**src/rtl/time_digit_counter_pkg.sv**
```systemverilog
// Shared codes, state encodings and field limits for the time-of-day digit counter.
package time_digit_counter_pkg;

    localparam logic [3:0] CODE_A     = 4'd10;
    localparam logic [3:0] CODE_P     = 4'd11;
    localparam logic [3:0] CODE_BLANK = 4'd15;

    localparam logic [1:0] ST_RUN     = 2'b00;
    localparam logic [1:0] ST_SET_HR  = 2'b01;
    localparam logic [1:0] ST_SET_MIN = 2'b10;

    localparam logic [4:0] HR_MAX  = 5'd23;
    localparam logic [5:0] MIN_MAX = 6'd59;
    localparam logic [5:0] SEC_MAX = 6'd59;

    typedef struct packed {
        logic [3:0] d5;
        logic [3:0] d4;
        logic [3:0] d3;
        logic [3:0] d2;
        logic [3:0] d1;
        logic [3:0] d0;
    } digits_t;

endpackage

```
**src/rtl/time_digit_counter_if.sv**
```systemverilog
// User keys, display mode and digit/state outputs of the time-of-day counter.
interface time_digit_counter_if;

    logic       mode_12h;
    logic       key_set;
    logic       key_inc;
    logic [3:0] digit5;
    logic [3:0] digit4;
    logic [3:0] digit3;
    logic [3:0] digit2;
    logic [3:0] digit1;
    logic [3:0] digit0;
    logic [1:0] state;
    logic       sec_tick;

    modport master (
        output mode_12h, key_set, key_inc,
        input  digit5, digit4, digit3, digit2, digit1, digit0, state, sec_tick
    );

    modport slave (
        input  mode_12h, key_set, key_inc,
        output digit5, digit4, digit3, digit2, digit1, digit0, state, sec_tick
    );

endinterface

```
**src/rtl/time_digit_counter_bin_to_bcd2.sv**
```systemverilog
// Splits a 0-59 binary value into two decimal digit codes.
module time_digit_counter_bin_to_bcd2 (
    input  logic [5:0] i_bin,
    output logic [3:0] o_tens_c,
    output logic [3:0] o_ones_c
);

    logic [3:0] w_rem;

    // Highest multiple of ten not exceeding the input wins.
    always_comb begin
        o_tens_c = 4'd0;
        w_rem    = 4'(i_bin);
        for (int k = 1; k <= 5; k++) begin
            if (i_bin >= 6'(10 * k)) begin
                o_tens_c = 4'(k);
                w_rem    = 4'(i_bin - 6'(10 * k));
            end
        end
        o_ones_c = w_rem;
    end

endmodule

```
**src/rtl/time_digit_counter.sv**
```systemverilog
// Hours/minutes/seconds counter with 12h/24h digit codes and a two-key set mode.
module time_digit_counter
    import time_digit_counter_pkg::*;
#(
    parameter int unsigned TICK_DIV  = 50000000,
    parameter int unsigned BLINK_DIV = 12500000
) (
    input  logic                 clk,
    input  logic                 rst_n,
    time_digit_counter_if.slave  bus
);

    localparam int unsigned PRE_W = $clog2(TICK_DIV);
    localparam int unsigned BLK_W = $clog2(BLINK_DIV);
    localparam logic [PRE_W-1:0] PRE_LAST = PRE_W'(TICK_DIV - 1);
    localparam logic [BLK_W-1:0] BLK_LAST = BLK_W'(BLINK_DIV - 1);

    logic [1:0]       r_state;
    logic [4:0]       r_hr;
    logic [5:0]       r_min;
    logic [5:0]       r_sec;
    logic [PRE_W-1:0] r_pre;
    logic [BLK_W-1:0] r_blk_cnt;
    logic             r_blk_hide;
    logic             r_sec_tick;
    digits_t          r_digits;

    logic [1:0]       w_state_nxt;
    logic [4:0]       w_hr_nxt;
    logic [5:0]       w_min_nxt;
    logic [5:0]       w_sec_nxt;
    logic [PRE_W-1:0] w_pre_nxt;
    logic [BLK_W-1:0] w_blk_cnt_nxt;
    logic             w_blk_hide_nxt;
    logic             w_blk_restart;
    logic             w_tick_nxt;
    digits_t          w_digits_nxt;

    logic [5:0]       w_hr_disp;
    logic             w_pm;
    logic [3:0]       w_hr_tens, w_hr_ones;
    logic [3:0]       w_min_tens, w_min_ones;
    logic [3:0]       w_sec_tens, w_sec_ones;

    // Next-state: timekeeping in RUN, field edits in the set states, blink timing.
    always_comb begin
        w_state_nxt    = r_state;
        w_hr_nxt       = r_hr;
        w_min_nxt      = r_min;
        w_sec_nxt      = r_sec;
        w_pre_nxt      = r_pre;
        w_blk_cnt_nxt  = r_blk_cnt;
        w_blk_hide_nxt = r_blk_hide;
        w_blk_restart  = 1'b0;
        w_tick_nxt     = 1'b0;

        case (r_state)
            ST_RUN: begin
                if (bus.key_set) begin
                    w_state_nxt   = ST_SET_HR;
                    w_blk_restart = 1'b1;
                end else if (r_pre == PRE_LAST) begin
                    w_pre_nxt  = '0;
                    w_tick_nxt = 1'b1;
                    if (r_sec == SEC_MAX) begin
                        w_sec_nxt = '0;
                        if (r_min == MIN_MAX) begin
                            w_min_nxt = '0;
                            w_hr_nxt  = (r_hr == HR_MAX) ? 5'd0 : r_hr + 5'd1;
                        end else begin
                            w_min_nxt = r_min + 6'd1;
                        end
                    end else begin
                        w_sec_nxt = r_sec + 6'd1;
                    end
                end else begin
                    w_pre_nxt = r_pre + PRE_W'(1);
                end
            end
            ST_SET_HR: begin
                if (bus.key_set) begin
                    w_state_nxt   = ST_SET_MIN;
                    w_blk_restart = 1'b1;
                end else if (bus.key_inc) begin
                    w_hr_nxt      = (r_hr == HR_MAX) ? 5'd0 : r_hr + 5'd1;
                    w_blk_restart = 1'b1;
                end
            end
            ST_SET_MIN: begin
                if (bus.key_set) begin
                    // Leaving edit restarts the second so the next tick is a full period away.
                    w_state_nxt = ST_RUN;
                    w_sec_nxt   = '0;
                    w_pre_nxt   = '0;
                end else if (bus.key_inc) begin
                    w_min_nxt     = (r_min == MIN_MAX) ? 6'd0 : r_min + 6'd1;
                    w_blk_restart = 1'b1;
                end
            end
            default: begin
                w_state_nxt = ST_RUN;
            end
        endcase

        if (w_blk_restart || (w_state_nxt == ST_RUN)) begin
            w_blk_cnt_nxt  = '0;
            w_blk_hide_nxt = 1'b0;
        end else if (r_blk_cnt == BLK_LAST) begin
            w_blk_cnt_nxt  = '0;
            w_blk_hide_nxt = ~r_blk_hide;
        end else begin
            w_blk_cnt_nxt = r_blk_cnt + BLK_W'(1);
        end
    end

    // Hour value as displayed: 0 and 12 show as 12 in 12h mode, afternoon hours fold down.
    always_comb begin
        w_hr_disp = {1'b0, r_hr};
        w_pm      = (r_hr >= 5'd12);
        if (bus.mode_12h) begin
            if (r_hr == 5'd0) begin
                w_hr_disp = 6'd12;
            end else if (r_hr > 5'd12) begin
                w_hr_disp = 6'(r_hr - 5'd12);
            end
        end
    end

    time_digit_counter_bin_to_bcd2 u_bcd_hr (
        .i_bin    (w_hr_disp),
        .o_tens_c (w_hr_tens),
        .o_ones_c (w_hr_ones)
    );

    time_digit_counter_bin_to_bcd2 u_bcd_min (
        .i_bin    (r_min),
        .o_tens_c (w_min_tens),
        .o_ones_c (w_min_ones)
    );

    time_digit_counter_bin_to_bcd2 u_bcd_sec (
        .i_bin    (r_sec),
        .o_tens_c (w_sec_tens),
        .o_ones_c (w_sec_ones)
    );

    // Digit codes with 12h substitutions and the blanked field while blinking.
    always_comb begin
        w_digits_nxt.d5 = w_hr_tens;
        w_digits_nxt.d4 = w_hr_ones;
        w_digits_nxt.d3 = w_min_tens;
        w_digits_nxt.d2 = w_min_ones;
        w_digits_nxt.d1 = w_sec_tens;
        w_digits_nxt.d0 = w_sec_ones;

        if (bus.mode_12h) begin
            if (w_hr_tens == 4'd0) begin
                w_digits_nxt.d5 = CODE_BLANK;
            end
            w_digits_nxt.d1 = w_pm ? CODE_P : CODE_A;
            w_digits_nxt.d0 = CODE_BLANK;
        end

        if (r_blk_hide && (r_state == ST_SET_HR)) begin
            w_digits_nxt.d5 = CODE_BLANK;
            w_digits_nxt.d4 = CODE_BLANK;
        end
        if (r_blk_hide && (r_state == ST_SET_MIN)) begin
            w_digits_nxt.d3 = CODE_BLANK;
            w_digits_nxt.d2 = CODE_BLANK;
        end
    end

    always_ff @(posedge clk or negedge rst_n) begin
        if (!rst_n) begin
            r_state    <= ST_RUN;
            r_hr       <= '0;
            r_min      <= '0;
            r_sec      <= '0;
            r_pre      <= '0;
            r_blk_cnt  <= '0;
            r_blk_hide <= 1'b0;
            r_sec_tick <= 1'b0;
            r_digits   <= '0;
        end else begin
            r_state    <= w_state_nxt;
            r_hr       <= w_hr_nxt;
            r_min      <= w_min_nxt;
            r_sec      <= w_sec_nxt;
            r_pre      <= w_pre_nxt;
            r_blk_cnt  <= w_blk_cnt_nxt;
            r_blk_hide <= w_blk_hide_nxt;
            r_sec_tick <= w_tick_nxt;
            r_digits   <= w_digits_nxt;
        end
    end

    assign bus.digit5   = r_digits.d5;
    assign bus.digit4   = r_digits.d4;
    assign bus.digit3   = r_digits.d3;
    assign bus.digit2   = r_digits.d2;
    assign bus.digit1   = r_digits.d1;
    assign bus.digit0   = r_digits.d0;
    assign bus.state    = r_state;
    assign bus.sec_tick = r_sec_tick;

endmodule

```
**src/flat_wrapper.sv**
```systemverilog
// flat-port wrapper written by rule: the top's interface ports become plain ports
module time_digit_counter_flat import time_digit_counter_pkg::*;
#(
    parameter int unsigned TICK_DIV  = 50000000,
    parameter int unsigned BLINK_DIV = 12500000
)
  (clk, rst_n, bus_mode_12h, bus_key_set, bus_key_inc, bus_digit5, bus_digit4, bus_digit3, bus_digit2, bus_digit1, bus_digit0, bus_state, bus_sec_tick);
  time_digit_counter_if bus_i ();
  input  logic clk;
  input  logic rst_n;
  input wire logic [$bits(bus_i.mode_12h)-1:0] bus_mode_12h;
  input wire logic [$bits(bus_i.key_set)-1:0] bus_key_set;
  input wire logic [$bits(bus_i.key_inc)-1:0] bus_key_inc;
  output wire logic [$bits(bus_i.digit5)-1:0] bus_digit5;
  output wire logic [$bits(bus_i.digit4)-1:0] bus_digit4;
  output wire logic [$bits(bus_i.digit3)-1:0] bus_digit3;
  output wire logic [$bits(bus_i.digit2)-1:0] bus_digit2;
  output wire logic [$bits(bus_i.digit1)-1:0] bus_digit1;
  output wire logic [$bits(bus_i.digit0)-1:0] bus_digit0;
  output wire logic [$bits(bus_i.state)-1:0] bus_state;
  output wire logic [$bits(bus_i.sec_tick)-1:0] bus_sec_tick;
  assign bus_i.mode_12h = bus_mode_12h;
  assign bus_i.key_set = bus_key_set;
  assign bus_i.key_inc = bus_key_inc;
  assign bus_digit5 = bus_i.digit5;
  assign bus_digit4 = bus_i.digit4;
  assign bus_digit3 = bus_i.digit3;
  assign bus_digit2 = bus_i.digit2;
  assign bus_digit1 = bus_i.digit1;
  assign bus_digit0 = bus_i.digit0;
  assign bus_state = bus_i.state;
  assign bus_sec_tick = bus_i.sec_tick;
  time_digit_counter #(.TICK_DIV(TICK_DIV), .BLINK_DIV(BLINK_DIV)) u_core (.clk(clk), .rst_n(rst_n), .bus(bus_i));
endmodule
```
**config.mk**
```make
export PLATFORM = sky130hd
export DESIGN_NAME = time_digit_counter_flat
export DESIGN_NICKNAME = d
export VERILOG_FILES = /design/src/rtl/time_digit_counter_pkg.sv /design/src/rtl/time_digit_counter_if.sv /design/src/rtl/time_digit_counter_bin_to_bcd2.sv /design/src/rtl/time_digit_counter.sv /design/src/flat_wrapper.sv
export SDC_FILE = /design/constraint.sdc
export NUM_CORES = 1
export LEC_CHECK = 0
export BUFFER_PORTS_ARGS = -buffer_cell sky130_fd_sc_hd__buf_2
export CORE_MARGIN = 2
export CORE_UTILIZATION = 44
export CTS_CLUSTER_SIZE = 20
export DETAILED_ROUTE_END_ITERATION = 12
export SLEW_MARGIN = 20
export SYNTH_ARGS = -nofsm -noshare
export SYNTH_HDL_FRONTEND = slang
export SYNTH_HIERARCHICAL = 1
export SYNTH_SLANG_ARGS = --single-unit
```
**constraint.sdc**
```tcl
create_clock -name clk -period 8.6 [get_ports clk]
set_clock_uncertainty 0.1 [all_clocks]
set_input_delay 0 -clock clk [delete_from_list [all_inputs] [get_ports clk]]
set_output_delay 0 -clock clk [all_outputs]
set_load 0.05 [all_outputs]
```
==> out/qor.txt <==
FMAX: 281.9 MHz
Routed Antenna Nets: 0
Final WS setup: 5052 ps
Sink Count: 95
Sequential Power Share: 33.2%
Post-synth ARST share: 100.0%
Yosys cell types: 67
final net count: 726
Ys Warns: 6
Worst Setup End Kind: flip-flop
detailed placer's ending HPWL: 9200 um
Worst-Margin Slew: 939.1 ps
Worst path slowest cell: dfrtp_1
Area Growth Syn to Fin: 8.977%
number of enable flip-flop cells after synthesis: 0
GPL Wtd Cong: 0.9113
effective utilization at floorplan: 45.19%
wire per inst: 15.19 um
initial antenna violation count: 0
netlist area before placement: 6272 um^2
sw power: 0.9103 mW
root buffer cell: clkbuf_16
crit path time final: 3548 ps
Num CTS Buffers: 9
vias in the first global route: 4793
largest net degree at the start of global routing: 53
Crit Path Class: reg -> reg
H-Tree Depth: 3
post-DR vias/cell: 5.660
Seq/Total Area, Yosys: 37.90%
critical-path cell list: ha_1 -> nor2b_1 -> o21ai_0 -> nand2_1 -> o21ai_0 -> nand2_1 -> inv_1 -> ha_1 -> inv_1 -> o21ai_0 -> a21oi_1 -> o21bai_1 -> nor4_1 -> a22oi_1 -> nand2b_1
cell family with most CP delay: compound AO/OA/AOI/OAI gates
Die Wd: 123.4 um
max-cap violation count: 0
Mapped Avg Cell Area: 9.362 um^2
power per cell area: 295.8 nW/um^2
Total GRT Usage: 18.82%
vias after detailed routing: 4941
Worst setup SP type: flip-flop
cells after synthesis: 670
Hold WC Path Type: in -> async
total routed wirelength: 13260 um
number of port buffers: 31
diode count: 0
Switching Share: 45.03%
Row Count: 43
endpoints failing hold: 0
Setup TNS: 0 ps
WP data arrival: 3680 ps
full die area: 15230 um^2
CTS resizes: 0
CP Buf/Inv Count: 2
Slew Limit Fails: 0
I/O pins: 32
final instance area: 6835 um^2
Crit path top cell by count: o21ai_0
WHS: 97.06 ps
global-route wire length before repair: 22870 um
Clock Pin Slew Worst Setup and Hold Paths: 70 ps
net count after synthesis: 708
Critical Path Fanout Max: 12
part of the cycle the worst path needs: 41.25%
die height: 123.4 um
grt ovf: 0
Critical Path Max Stage Delay: 450 ps
Yosys top cell area share: 37.90%
Crit path required time: 8730 ps
Clk Latency, worst-skew pair: 350 ps
Max IR drop VDD: 0.2349 mV
CORE AREA: 13880 um^2
# fillers: 1313
DRC Markers: 0
RSZ-0062 raised after global routing: no
CTS tree: yes
drt pass-1 iters: 4
LEAKAGE: 2.847 nW
Initial DRC Count: 254
Clock Tree Buf Depth: 2
internal power: 1.111 mW
# setup viols final: 0
Comb power frac: 47.3%
dpl ws: 5132 ps
post-synth top area cell: dfrtp_1
Seq cells post-synth: 95
layout cells sized above 1: 13.13%
placed cell area: 6500 um^2
status: complete, no violations
Worst slew margin: 36.81%
Synth area leaders: dfrtp_1, ha_1, nor2_1
Most used DFF post-synth: dfrtp_1
clock share of power: 19.5%
## metrics by stage
stage / power (mW) / instances / utilization, %
after CTS: 2.037 / 873 / 49.20
after global routing: 2.174 / 873 / 49.24
after floorplan: 1.445 / 670 / -
after detailed placement: 1.631 / 853 / 46.83
final: 2.022 / 873 / 49.24
after global placement: 1.607 / 853 / 46.83
## worst reg2reg max path, delay by kind of cell (launching register included)
| kind | cells | cell delay, ps |
|---|---|---|
| AO/OA/AOI/OAI | 6 | 1340 |
| adder cells (fa/ha/maj) | 2 | 550 |
| buffers and inverters | 2 | 290 |
| flip-flops | 1 | 450 |
| AND/OR/NAND/NOR | 5 | 690 |
## cells in the final DEF (no fill, tap or decap), types with 8 or more instances in the layout
cell,n
a211oi_1,9
a21oi_1,29
and2_1,10
and3_1,11
buf_2,30
clkbuf_16,9
dfrtp_1,95
ha_1,33
inv_1,27
mux2i_1,12
nand2_1,46
nand2b_1,22
nand3_1,37
nand4_1,23
nor2_1,58
nor3_1,15
nor4_1,8
o211ai_1,10
o21ai_0,25
or2_2,10
xnor2_1,15
xor2_1,24
## Yosys cell counts, drive strengths merged (15+ instances only)
cell	instances
dfrtp	95
nor2	58
nand2	46
nand3	37
ha	33
a21oi	29
inv	27
o21ai	26
xor2	24
nand4	23
nand2b	22
buf	17
clkbuf	16
nor3	15
xnor2	15
## layout make-up
cell class / count / area, um^2 / share of cell area, %
Timing Repair Buffer: 40 / 235.2 / 3.441
Sequential cell: 95 / 2377 / 34.78
Clock inverter: 6 / 50.05 / 0.7322
Clock buffer: 10 / 239.0 / 3.496
Tap cell: 180 / 225.2 / 3.295
Multi-Input combinational cell: 515 / 3607 / 52.77
Inverter: 27 / 101.3 / 1.483
## cell families after synthesis
logic type | after synthesis | synth area share [%]
flip-flops | 95 | 37.90
XOR/XNOR | 39 | 5.446
multiplexers | 21 | 3.651
buffers and inverters | 60 | 4.688
adder cells (fa/ha/maj) | 33 | 6.583
AO/OA/AOI/OAI | 129 | 15.66
other | 3 | 0.1795
AND/OR/NAND/NOR | 290 | 25.89
## worst paths after layout
kind | end | slack (ps) | cells past startpoint | startpoint
setup reg to reg | u_core/bus.digit5[2]$_DFF_PN0_ | 5050 | 15 | u_core/r_hr[2]$_DFFE_PN0P_
min in group clk | u_core/r_pre[23]$_DFFE_PN0P_ | 380 | 1 | u_core/r_pre[23]$_DFFE_PN0P_
setup / recovery | u_core/bus.digit5[2]$_DFF_PN0_ | 5050 | 15 | u_core/r_hr[2]$_DFFE_PN0P_
hold / removal | u_core/bus.digit1[3]$_DFF_PN0_ | 100 | 2 | rst_n
hold reg to reg | u_core/r_pre[23]$_DFFE_PN0P_ | 380 | 1 | u_core/r_pre[23]$_DFFE_PN0P_
max in group asynchronous | u_core/bus.digit4[2]$_DFF_PN0_ | 7240 | 3 | rst_n
## metal layers
| metal | GRT usage, % | routed length (um) |
|---|---|---|
| met2 | 30.46 | 6108 |
| met3 | 3.736 | 395 |
| met4 | 6.321 | 233 |
| met1 | 25.20 | 6526 |
| met5 | 0 | 0 |
## state kept, by name, indices dropped and copies added, names as in the netlist
name                 count
u_core/r_blk_cnt        24
u_core/r_hr              5
u_core/r_sec             6
u_core/r_pre            26
u_core/bus.state         2
u_core/bus.digit1        4
u_core/bus.digit0        4
u_core/bus.digit2        4
u_core/bus.sec_tick      1
u_core/bus.digit3        4
u_core/r_min             6
u_core/bus.digit5        4
u_core/bus.digit4        4
u_core/r_blk_hide        1
## timing repair
action / CTS / global route
setup buffers: 0 / 0
hold endpoints to repair: 57 / 0
hold buffers: 4 / 0
## power groups by stage
stage | Sequential [mW] | Combinational [mW] | Clock, mW
2_1_floorplan | 0.786 | 0.659 | 0
3_3_place_gp | 0.675 | 0.932 | 0
3_5_place_dp | 0.678 | 0.953 | 0
4_1_cts | 0.670 | 0.959 | 0.407
5_1_grt | 0.691 | 1.06 | 0.424
6_report | 0.671 | 0.957 | 0.394
(Power assumes the default switching activity.)
